$ cat src/rtl/video_pattern_if.sv
// video_pattern_if
//   Bundles the control inputs and the timing/pixel outputs of the video
//   test-pattern generator.
//   master : the generator (takes pal/mode/col_mask, drives timing and RGB)
//   slave  : the consumer (drives the controls, receives timing and RGB)
//   Signals: pal, mode[1:0], col_mask[2:0] (controls); ce_pix, hblank,
//            vblank, hsync, vsync, r/g/b[DW-1:0], hcnt[15:0], vcnt[15:0],
//            frame_cnt[7:0] (outputs)
interface video_pattern_if #(
  parameter int DW = 8
);
  logic          pal;
  logic [1:0]    mode;
  logic [2:0]    col_mask;
  logic          ce_pix;
  logic          hblank;
  logic          vblank;
  logic          hsync;
  logic          vsync;
  logic [DW-1:0] r;
  logic [DW-1:0] g;
  logic [DW-1:0] b;
  logic [15:0]   hcnt;
  logic [15:0]   vcnt;
  logic [7:0]    frame_cnt;

  modport master (
    input  pal, mode, col_mask,
    output ce_pix, hblank, vblank, hsync, vsync, r, g, b, hcnt, vcnt, frame_cnt
  );

  modport slave (
    output pal, mode, col_mask,
    input  ce_pix, hblank, vblank, hsync, vsync, r, g, b, hcnt, vcnt, frame_cnt
  );
endinterface

$ cat src/rtl/video_pattern_gen.sv
// video_pattern_gen
//   Video raster timing and test-pattern source. A clock divider produces a
//   registered pixel enable; on each enable the pixel at the current raster
//   position is computed and registered, then the raster advances.
//   Ports:
//     clk   : system clock
//     reset : asynchronous active-high reset
//     vid   : video_pattern_if.master (pal/mode/col_mask in; ce_pix, blanks,
//             syncs, r/g/b, hcnt/vcnt/frame_cnt out)
module video_pattern_gen #(
  parameter int DW        = 8,
  parameter int CE_DIV    = 4,
  parameter int H_ACTIVE  = 320,
  parameter int H_FP      = 16,
  parameter int H_SYNC    = 32,
  parameter int H_BP      = 32,
  parameter int V_ACTIVE  = 240,
  parameter int V_FP      = 4,
  parameter int V_SYNC    = 3,
  parameter int V_BP      = 15,
  parameter int PAL_EXTRA = 50
) (
  input  logic            clk,
  input  logic            reset,
  video_pattern_if.master vid
);
  localparam logic [15:0] H_ACT       = 16'(H_ACTIVE);
  localparam logic [15:0] H_ACT_LAST  = 16'(H_ACTIVE - 1);
  localparam logic [15:0] HS_START    = 16'(H_ACTIVE + H_FP);
  localparam logic [15:0] HS_END      = 16'(H_ACTIVE + H_FP + H_SYNC);
  localparam logic [15:0] H_LAST      = 16'(H_ACTIVE + H_FP + H_SYNC + H_BP - 1);
  localparam logic [15:0] V_ACT       = 16'(V_ACTIVE);
  localparam logic [15:0] V_ACT_LAST  = 16'(V_ACTIVE - 1);
  localparam logic [15:0] VS_START    = 16'(V_ACTIVE + V_FP);
  localparam logic [15:0] VS_END      = 16'(V_ACTIVE + V_FP + V_SYNC);
  localparam logic [15:0] V_LAST_NTSC = 16'(V_ACTIVE + V_FP + V_SYNC + V_BP - 1);
  localparam logic [15:0] V_LAST_PAL  = 16'(V_ACTIVE + V_FP + V_SYNC + V_BP + PAL_EXTRA - 1);
  localparam logic [15:0] BAR_LAST    = 16'(H_ACTIVE / 8 - 1);
  localparam logic [15:0] CE_LAST     = 16'(CE_DIV - 1);
  localparam logic [15:0] LFSR_SEED   = 16'hACE1;
  localparam logic [DW-1:0] FULL      = {DW{1'b1}};
  localparam logic [DW-1:0] ZERO      = {DW{1'b0}};

  // Fibonacci LFSR, taps 16,14,13,11, shifting left with feedback into bit 0
  function automatic logic [15:0] lfsr_next(input logic [15:0] s);
    return {s[14:0], s[15] ^ s[13] ^ s[12] ^ s[10]};
  endfunction

  logic [15:0]   div;
  logic          ce;
  logic [15:0]   h;
  logic [15:0]   v;
  logic [7:0]    frame;
  logic [15:0]   lfsr;
  logic          pal_l;
  logic [1:0]    mode_l;
  logic [15:0]   bar_cnt;
  logic [2:0]    bar_idx;

  logic          pix_hblank;
  logic          pix_vblank;
  logic          pix_hsync;
  logic          pix_vsync;
  logic [DW-1:0] pix_r;
  logic [DW-1:0] pix_g;
  logic [DW-1:0] pix_b;

  logic [15:0]   v_last;
  logic          hb_n;
  logic          vb_n;
  logic          hs_n;
  logic          vs_n;
  logic          grid_on;
  logic [DW-1:0] r_n;
  logic [DW-1:0] g_n;
  logic [DW-1:0] b_n;

  // Pixel-enable divider: ce goes high on the CE_DIV-th edge after reset
  always_ff @(posedge clk or posedge reset) begin
    if (reset) begin
      div <= 16'd0;
      ce  <= 1'b0;
    end else begin
      ce  <= (div == CE_LAST);
      div <= (div == CE_LAST) ? 16'd0 : div + 16'd1;
    end
  end

  // Pixel value and timing flags for the current raster position
  always_comb begin
    r_n     = ZERO;
    g_n     = ZERO;
    b_n     = ZERO;
    v_last  = pal_l ? V_LAST_PAL : V_LAST_NTSC;
    hb_n    = (h >= H_ACT);
    vb_n    = (v >= V_ACT);
    hs_n    = (h >= HS_START) && (h < HS_END);
    vs_n    = (v >= VS_START) && (v < VS_END);
    grid_on = (h[3:0] == 4'h0) || (v[3:0] == 4'h0) ||
              (h == H_ACT_LAST) || (v == V_ACT_LAST);
    case (mode_l)
      2'd0: begin
        r_n = lfsr[15 -: DW];
        g_n = lfsr[15 -: DW];
        b_n = lfsr[15 -: DW];
      end
      2'd1: begin
        // Bar order white..black: R off when idx bit1 set, G off when
        // idx bit2 set, B off on odd bars
        r_n = bar_idx[1] ? ZERO : FULL;
        g_n = bar_idx[2] ? ZERO : FULL;
        b_n = bar_idx[0] ? ZERO : FULL;
      end
      2'd2: begin
        r_n = grid_on ? FULL : ZERO;
        g_n = grid_on ? FULL : ZERO;
        b_n = grid_on ? FULL : ZERO;
      end
      2'd3: begin
        r_n = h[DW-1:0];
        g_n = v[DW-1:0];
        b_n = DW'(frame);
      end
      default: begin
        r_n = ZERO;
        g_n = ZERO;
        b_n = ZERO;
      end
    endcase
    if (hb_n || vb_n) begin
      r_n = ZERO;
      g_n = ZERO;
      b_n = ZERO;
    end else begin
      r_n = r_n & {DW{vid.col_mask[2]}};
      g_n = g_n & {DW{vid.col_mask[1]}};
      b_n = b_n & {DW{vid.col_mask[0]}};
    end
  end

  // Raster position, frame count, per-frame pal/mode latches, pattern state
  always_ff @(posedge clk or posedge reset) begin
    if (reset) begin
      h       <= 16'd0;
      v       <= 16'd0;
      frame   <= 8'd0;
      lfsr    <= LFSR_SEED;
      pal_l   <= 1'b0;
      mode_l  <= 2'd0;
      bar_cnt <= 16'd0;
      bar_idx <= 3'd0;
    end else if (ce) begin
      lfsr <= lfsr_next(lfsr);
      if (h == H_LAST) begin
        h       <= 16'd0;
        bar_cnt <= 16'd0;
        bar_idx <= 3'd0;
        if (v == v_last) begin
          v      <= 16'd0;
          frame  <= frame + 8'd1;
          pal_l  <= vid.pal;
          mode_l <= vid.mode;
        end else begin
          v <= v + 16'd1;
        end
      end else begin
        h <= h + 16'd1;
        if (bar_cnt == BAR_LAST) begin
          bar_cnt <= 16'd0;
          bar_idx <= bar_idx + 3'd1;
        end else begin
          bar_cnt <= bar_cnt + 16'd1;
        end
      end
    end
  end

  // Output registers load on each pixel enable and hold in between
  always_ff @(posedge clk or posedge reset) begin
    if (reset) begin
      pix_hblank <= 1'b0;
      pix_vblank <= 1'b0;
      pix_hsync  <= 1'b0;
      pix_vsync  <= 1'b0;
      pix_r      <= ZERO;
      pix_g      <= ZERO;
      pix_b      <= ZERO;
    end else if (ce) begin
      pix_hblank <= hb_n;
      pix_vblank <= vb_n;
      pix_hsync  <= hs_n;
      pix_vsync  <= vs_n;
      pix_r      <= r_n;
      pix_g      <= g_n;
      pix_b      <= b_n;
    end
  end

  assign vid.ce_pix    = ce;
  assign vid.hblank    = pix_hblank;
  assign vid.vblank    = pix_vblank;
  assign vid.hsync     = pix_hsync;
  assign vid.vsync     = pix_vsync;
  assign vid.r         = pix_r;
  assign vid.g         = pix_g;
  assign vid.b         = pix_b;
  assign vid.hcnt      = h;
  assign vid.vcnt      = v;
  assign vid.frame_cnt = frame;
endmodule

$ cat src/flat_wrapper.sv
// flat-port wrapper written by rule: the top's interface ports become plain ports
module video_pattern_gen_flat 
#(
  parameter int DW        = 8,
  parameter int CE_DIV    = 4,
  parameter int H_ACTIVE  = 320,
  parameter int H_FP      = 16,
  parameter int H_SYNC    = 32,
  parameter int H_BP      = 32,
  parameter int V_ACTIVE  = 240,
  parameter int V_FP      = 4,
  parameter int V_SYNC    = 3,
  parameter int V_BP      = 15,
  parameter int PAL_EXTRA = 50
)
  (clk, reset, vid_pal, vid_mode, vid_col_mask, vid_ce_pix, vid_hblank, vid_vblank, vid_hsync, vid_vsync, vid_r, vid_g, vid_b, vid_hcnt, vid_vcnt, vid_frame_cnt);
  video_pattern_if #(.DW(DW)) vid_i ();
  input  logic clk;
  input  logic reset;
  input wire logic [$bits(vid_i.pal)-1:0] vid_pal;
  input wire logic [$bits(vid_i.mode)-1:0] vid_mode;
  input wire logic [$bits(vid_i.col_mask)-1:0] vid_col_mask;
  output wire logic [$bits(vid_i.ce_pix)-1:0] vid_ce_pix;
  output wire logic [$bits(vid_i.hblank)-1:0] vid_hblank;
  output wire logic [$bits(vid_i.vblank)-1:0] vid_vblank;
  output wire logic [$bits(vid_i.hsync)-1:0] vid_hsync;
  output wire logic [$bits(vid_i.vsync)-1:0] vid_vsync;
  output wire logic [$bits(vid_i.r)-1:0] vid_r;
  output wire logic [$bits(vid_i.g)-1:0] vid_g;
  output wire logic [$bits(vid_i.b)-1:0] vid_b;
  output wire logic [$bits(vid_i.hcnt)-1:0] vid_hcnt;
  output wire logic [$bits(vid_i.vcnt)-1:0] vid_vcnt;
  output wire logic [$bits(vid_i.frame_cnt)-1:0] vid_frame_cnt;
  assign vid_i.pal = vid_pal;
  assign vid_i.mode = vid_mode;
  assign vid_i.col_mask = vid_col_mask;
  assign vid_ce_pix = vid_i.ce_pix;
  assign vid_hblank = vid_i.hblank;
  assign vid_vblank = vid_i.vblank;
  assign vid_hsync = vid_i.hsync;
  assign vid_vsync = vid_i.vsync;
  assign vid_r = vid_i.r;
  assign vid_g = vid_i.g;
  assign vid_b = vid_i.b;
  assign vid_hcnt = vid_i.hcnt;
  assign vid_vcnt = vid_i.vcnt;
  assign vid_frame_cnt = vid_i.frame_cnt;
  video_pattern_gen #(.DW(DW), .CE_DIV(CE_DIV), .H_ACTIVE(H_ACTIVE), .H_FP(H_FP), .H_SYNC(H_SYNC), .H_BP(H_BP), .V_ACTIVE(V_ACTIVE), .V_FP(V_FP), .V_SYNC(V_SYNC), .V_BP(V_BP), .PAL_EXTRA(PAL_EXTRA)) u_core (.clk(clk), .reset(reset), .vid(vid_i));
endmodule
$ cat config.mk
export PLATFORM = sky130hd
export DESIGN_NAME = video_pattern_gen_flat
export DESIGN_NICKNAME = d
export VERILOG_FILES = /design/src/rtl/video_pattern_if.sv /design/src/rtl/video_pattern_gen.sv /design/src/flat_wrapper.sv
export SDC_FILE = /design/constraint.sdc
export NUM_CORES = 1
export LEC_CHECK = 0
export CAP_MARGIN = 10
export CORE_ASPECT_RATIO = 1.2
export CORE_MARGIN = 2
export CORE_UTILIZATION = 38
export DETAILED_ROUTE_END_ITERATION = 7
export DONT_BUFFER_PORTS = 1
export HOLD_SLACK_MARGIN = 0.1
export PLACE_DENSITY_LB_ADDON = 0.3
export SYNTH_ARGS = -nofsm -noshare
export SYNTH_HDL_FRONTEND = slang
export SYNTH_SLANG_ARGS = --single-unit
$ cat constraint.sdc
create_clock -name clk -period 11.2 [get_ports clk]
set_input_delay 1.68 -clock clk [delete_from_list [all_inputs] [get_ports clk]]
set_output_delay 1.68 -clock clk [all_outputs]
set_load 0.01 [all_outputs]
==> results by stage <==
Timing:
- In the finished design, the share of the clock period the worst path needs comes to 0.246.
- Measured against its own limit, the worst slew margin works out to 0.351.
- The number of failing hold endpoints at the final stage is 0.
- The maximum clock frequency is 363 MHz.
- For the final routed database, the setup TNS stands at 0 ps.
- The clock skew is 6.53 ps.
- At the pin with the least slew margin, the transition time is 973 ps.
- Setup repair after global routing left no endpoint under its margin.
- The total count of max-transition violations in the final report was 0.
- The smallest clock period supported by the final layout is computed as 2750 ps.
- Across all setup checks in the final design, the least slack found is 8450 ps.
- Setup violations remaining at the end of the flow were counted as 0.

Clock network:
- The count of instances resized after the clock tree is built is 0.
- No sink is reached through more buffers than the 2 on the longest clock path.
- The clock-pin slew of the registers on the worst-case setup and hold paths is 60 ps.
- The clock net in this run drives a total of 123 sinks.
- The number of post-CTS setup repair buffers is 0.
- The cts-stage hold buffer count is 0.
- The clock tree from TritonCTS is built.
- The root buffer cell is clkbuf_16.
- The clock reaches the later pin of the worst-skew pair after 410 ps.
- The total clock buffers created by CTS is 17.
- The number of H-tree levels is 4.

Hold path:
- Along the worst hold path, the cell count comes to 1.
- The start point of the worst min-delay path is u_core.div[15]$_DFF_PP0_.
- The worst-case hold path end point is u_core.div[15]$_DFF_PP0_.
- The class of the tightest hold or removal check is register to register.

Synth:
- The portion of netlist area occupied by mux cells is 0.0409.
- The most instantiated library cell after synthesis is dfrtp_1.
- Of the total synthesized cell area, the portion taken by full adders, half adders and majority gates is 0.0166.
- By count the netlist is led by dfrtp_1 (115), xnor2_1 (39), nand2_1 (32).
- Yosys printed 0 warnings.
- Synthesis handed over a netlist of 562 instances.
- The share of synthesized area in the top cell type comes to 0.478.
- The parity-gate share of the synthesized area counting xor and xnor cells is 0.0843.
- Synthesis instantiated 53 different standard cells from the library.
- Of the total synthesized cell area, the portion taken by AND, OR, NAND and NOR gates is 0.217.
- Yosys mapped a number of flops with a built-in enable equal to 0.
- The sequential cell area fraction in the yosys report is 0.513.
- The synthesized design spends more area on one cell type than any other, namely dfrtp_1.
- The number of nets produced by synthesis is 578.
- Ranked by total cell area, the synthesized netlist is headed by dfrtp_1 (48%), xnor2_1 (5.7%), a41oi_1 (3.6%).
- Each instance of the synthesized netlist takes up on average 10.7 µm².
- The flip-flop cell with the highest count after synthesis is dfrtp_1.
- The cell area that synthesis handed to floorplanning was 6020 µm².
- The synthesis-stage register bit count is 123.
- After synthesis, the largest family of logic cells by area is simple AND/OR/NAND/NOR gates.
- Counting flops with an async set or reset pin after synthesis yields a share of 1.00.
- The complex-gate fraction of the synthesized area came to 0.0951.

Critical path:
- Of all nets on the critical path, the largest fanout is 11.
- For the worst setup path, the data required time is 9520 ps.
- The worst setup path is captured at an output port.
- The endpoint of the most critical register-to-register path is u_core.pal_l$_DFFE_PP0P_.
- The kind of critical path is register to output port.
- The worst setup path is launched from a register.
- At the worst endpoint, the arrival time is 1070 ps.
- The startpoint of the worst-slack reg-to-reg timing path is u_core.vid.hcnt[9]$_DFFE_PP0P_.
- The flop-to-flop setup slack is 8470 ps.
- The worst-case reg-to-reg path depth is 5.

Route:
- The top layer used by detailed routing is met4.
- The met3 wire length is 959 µm.
- For this run, design rule violations remaining after detail routing come to 0.
- After detailed routing, the total wire length is 14300 µm.
- The detailed-route wire length per cell is 18.6 µm.
- The length of the first detailed-routing pass in iterations is 4.
- The sum of routed wire segments on met1 is 6090 µm.
- The violation count after the first detailed-route iteration is 324.
- The amount of wire on met2 after detailed routing is 6980 µm.
- Using the TritonRoute via totals, the vias-per-cell ratio works out to 5.54.
- The count of nets left with antenna violations once routing finished came out at 0.
- The detailed router placed 4285 vias in this run.

Job:
- The count of maximum capacitance violations is 0.

Global route:
- The total grt overflow is 0.
- The number of antenna violations at the first check in global routing is 0.
- Entering global routing, the biggest net connects 80 pins.
- The number of global-route vias before repair is 4264.
- The first-pass GRT wire length is 23200 µm.
- The overall fraction of global-route tracks in use is 0.174.

Floorplan:
- The I/O pin total is 77.
- The area of the die is 16900 µm².
- The effective utilization at floorplan is 0.387.
- The core region is 15600 µm².
- Row generation in the floorplan step produced 50 rows.
- The overall die width is 119 µm.
- In this run the vertical extent of the chip is 142 µm.

Outcome:
- The flow ran to the end, and the final reports show no timing, DRC or antenna violations.

Placed design:
- Before CTS, the worst setup slack after placement is 8010 ps.
- In this run the tool buffered the top-level ports with 0 buffer cells.
- The placer congestion estimate is 0.848.
- The sum of net half-perimeters after detailed placement is 9950 µm.
- The placed standard-cell area is 6160 µm².

Cells and area:
- The number of fill cells is 1444.
- The net count of the finished layout is 568.
- Of the cells placed in the final design, the portion with a size suffix greater than 1 is 0.129.
- The synthesis-to-finish area growth is 11.8%.
- The final cell area excluding filler cells is 6730 µm².
- The number of inserted diodes is 0.
- The utilization after layout is 0.432.

Power and ir drop:
- Dividing total power by cell area gives a power density of 148 nW/µm².
- For this design the static power due to leakage is 0.00289 µW.
- The overall power consumption is 994 µW.
- The worst ir drop on vdd is 97.7 µV.
worst register-to-register path: stages (launching register included):
cell and delay (ps):
dfrtp_1 470, nor3_1 580, and4_1 540, nand3_1 310, nor2_4 350, mux2_1 360
cells by family (layout without fill, tap and decap cells):
family                   after synthesis  after routing
adder cells (fa/ha/maj)                8              8
buffers and inverters                 45             48
multiplexers                          22             22
flip-flops                           123            123
XOR/XNOR                              58             58
AO/OA/AOI/OAI                         87             87
AND/OR/NAND/NOR                      219            219
worst max-delay path by stage:
stage	start	to	slack [ps]	depth (start not counted)
2_1_floorplan	reset	u_core.bar_cnt[0]$_DFFE_PP0P_	6260	1
3_3_place_gp	reset	u_core.vid.ce_pix$_DFF_PP0_	8070	2
3_5_place_dp	reset	u_core.vid.ce_pix$_DFF_PP0_	8010	2
4_1_cts	u_core.vid.vcnt[2]$_DFFE_PP0P_	vid_vcnt[2]	8450	0
5_1_grt	reset	u_core.vid.ce_pix$_DFF_PP0_	8250	2
6_report	u_core.vid.vcnt[2]$_DFFE_PP0P_	vid_vcnt[2]	8450	0
placed cells by master (no fill, tap or decap), drive strengths merged, types with 4 or more instances in the layout:
cell        n
nor2       32
xor2       19
a21oi       7
buf         4
ha          8
dfrtp     115
clkinv      6
dfstp       8
nand4      19
xnor2      39
nor2b      27
clkbuf     19
and4b       4
nand2      32
a41oi      25
o21ai      40
and4        9
and2        6
nor4       11
nand3      28
inv        14
nor3       24
mux2       21
clkinvlp    4
and3       14
sequential cells by signal, indices dropped and copies added (netlist names):
| register | flops |
|---|---|
| u_core.lfsr | 16 |
| u_core.bar_cnt | 16 |
| u_core.vid.hblank | 1 |
| u_core.vid.vsync | 1 |
| u_core.vid.vblank | 1 |
| u_core.vid.hsync | 1 |
| u_core.div | 16 |
| u_core.bar_idx | 3 |
| u_core.vid.r | 8 |
| u_core.vid.b | 8 |
| u_core.vid.hcnt | 16 |
| u_core.vid.g | 8 |
| u_core.vid.ce_pix | 1 |
| u_core.mode_l | 2 |
| u_core.pal_l | 1 |
| u_core.vid.frame_cnt | 8 |
| u_core.vid.vcnt | 16 |
routing by layer:
| metal | vias to the layer above | global-route usage |
|---|---|---|
| met1 | 2138 | 0.212 |
| met3 | 19 | 0.0581 |
| li1 | 2004 | - |
| met2 | 124 | 0.284 |
| met4 | 0 | 0.0702 |
| met5 | - | 0 |
power by group:
part | internal [µW] | switching (µW)
sequential | 449 | 6.34
combinational | 5.56 | 13.1
clock | 318 | 202
total | 772 | 221
area by class of cell:
type	instances	area (µm²)	area share
clock buffer	19	453	0.0673
clock inverter	13	119	0.0177
inverter	12	47.5	0.00706
multi-input combinational	394	2740	0.406
sequential	123	3090	0.459
tap	208	260	0.0386
timing repair buffer	4	30.0	0.00446
stage by stage:
| step | cells | hold slack [ps] |
|---|---|---|
| 3_5_place_dp | 741 | 467 |
| 2_1_floorplan | 562 | 447 |
| 5_1_grt | 773 | 486 |
| 6_report | 773 | 472 |
| 4_1_cts | 773 | 479 |
| 3_3_place_gp | 741 | 470 |
(Power assumes the default switching activity.)
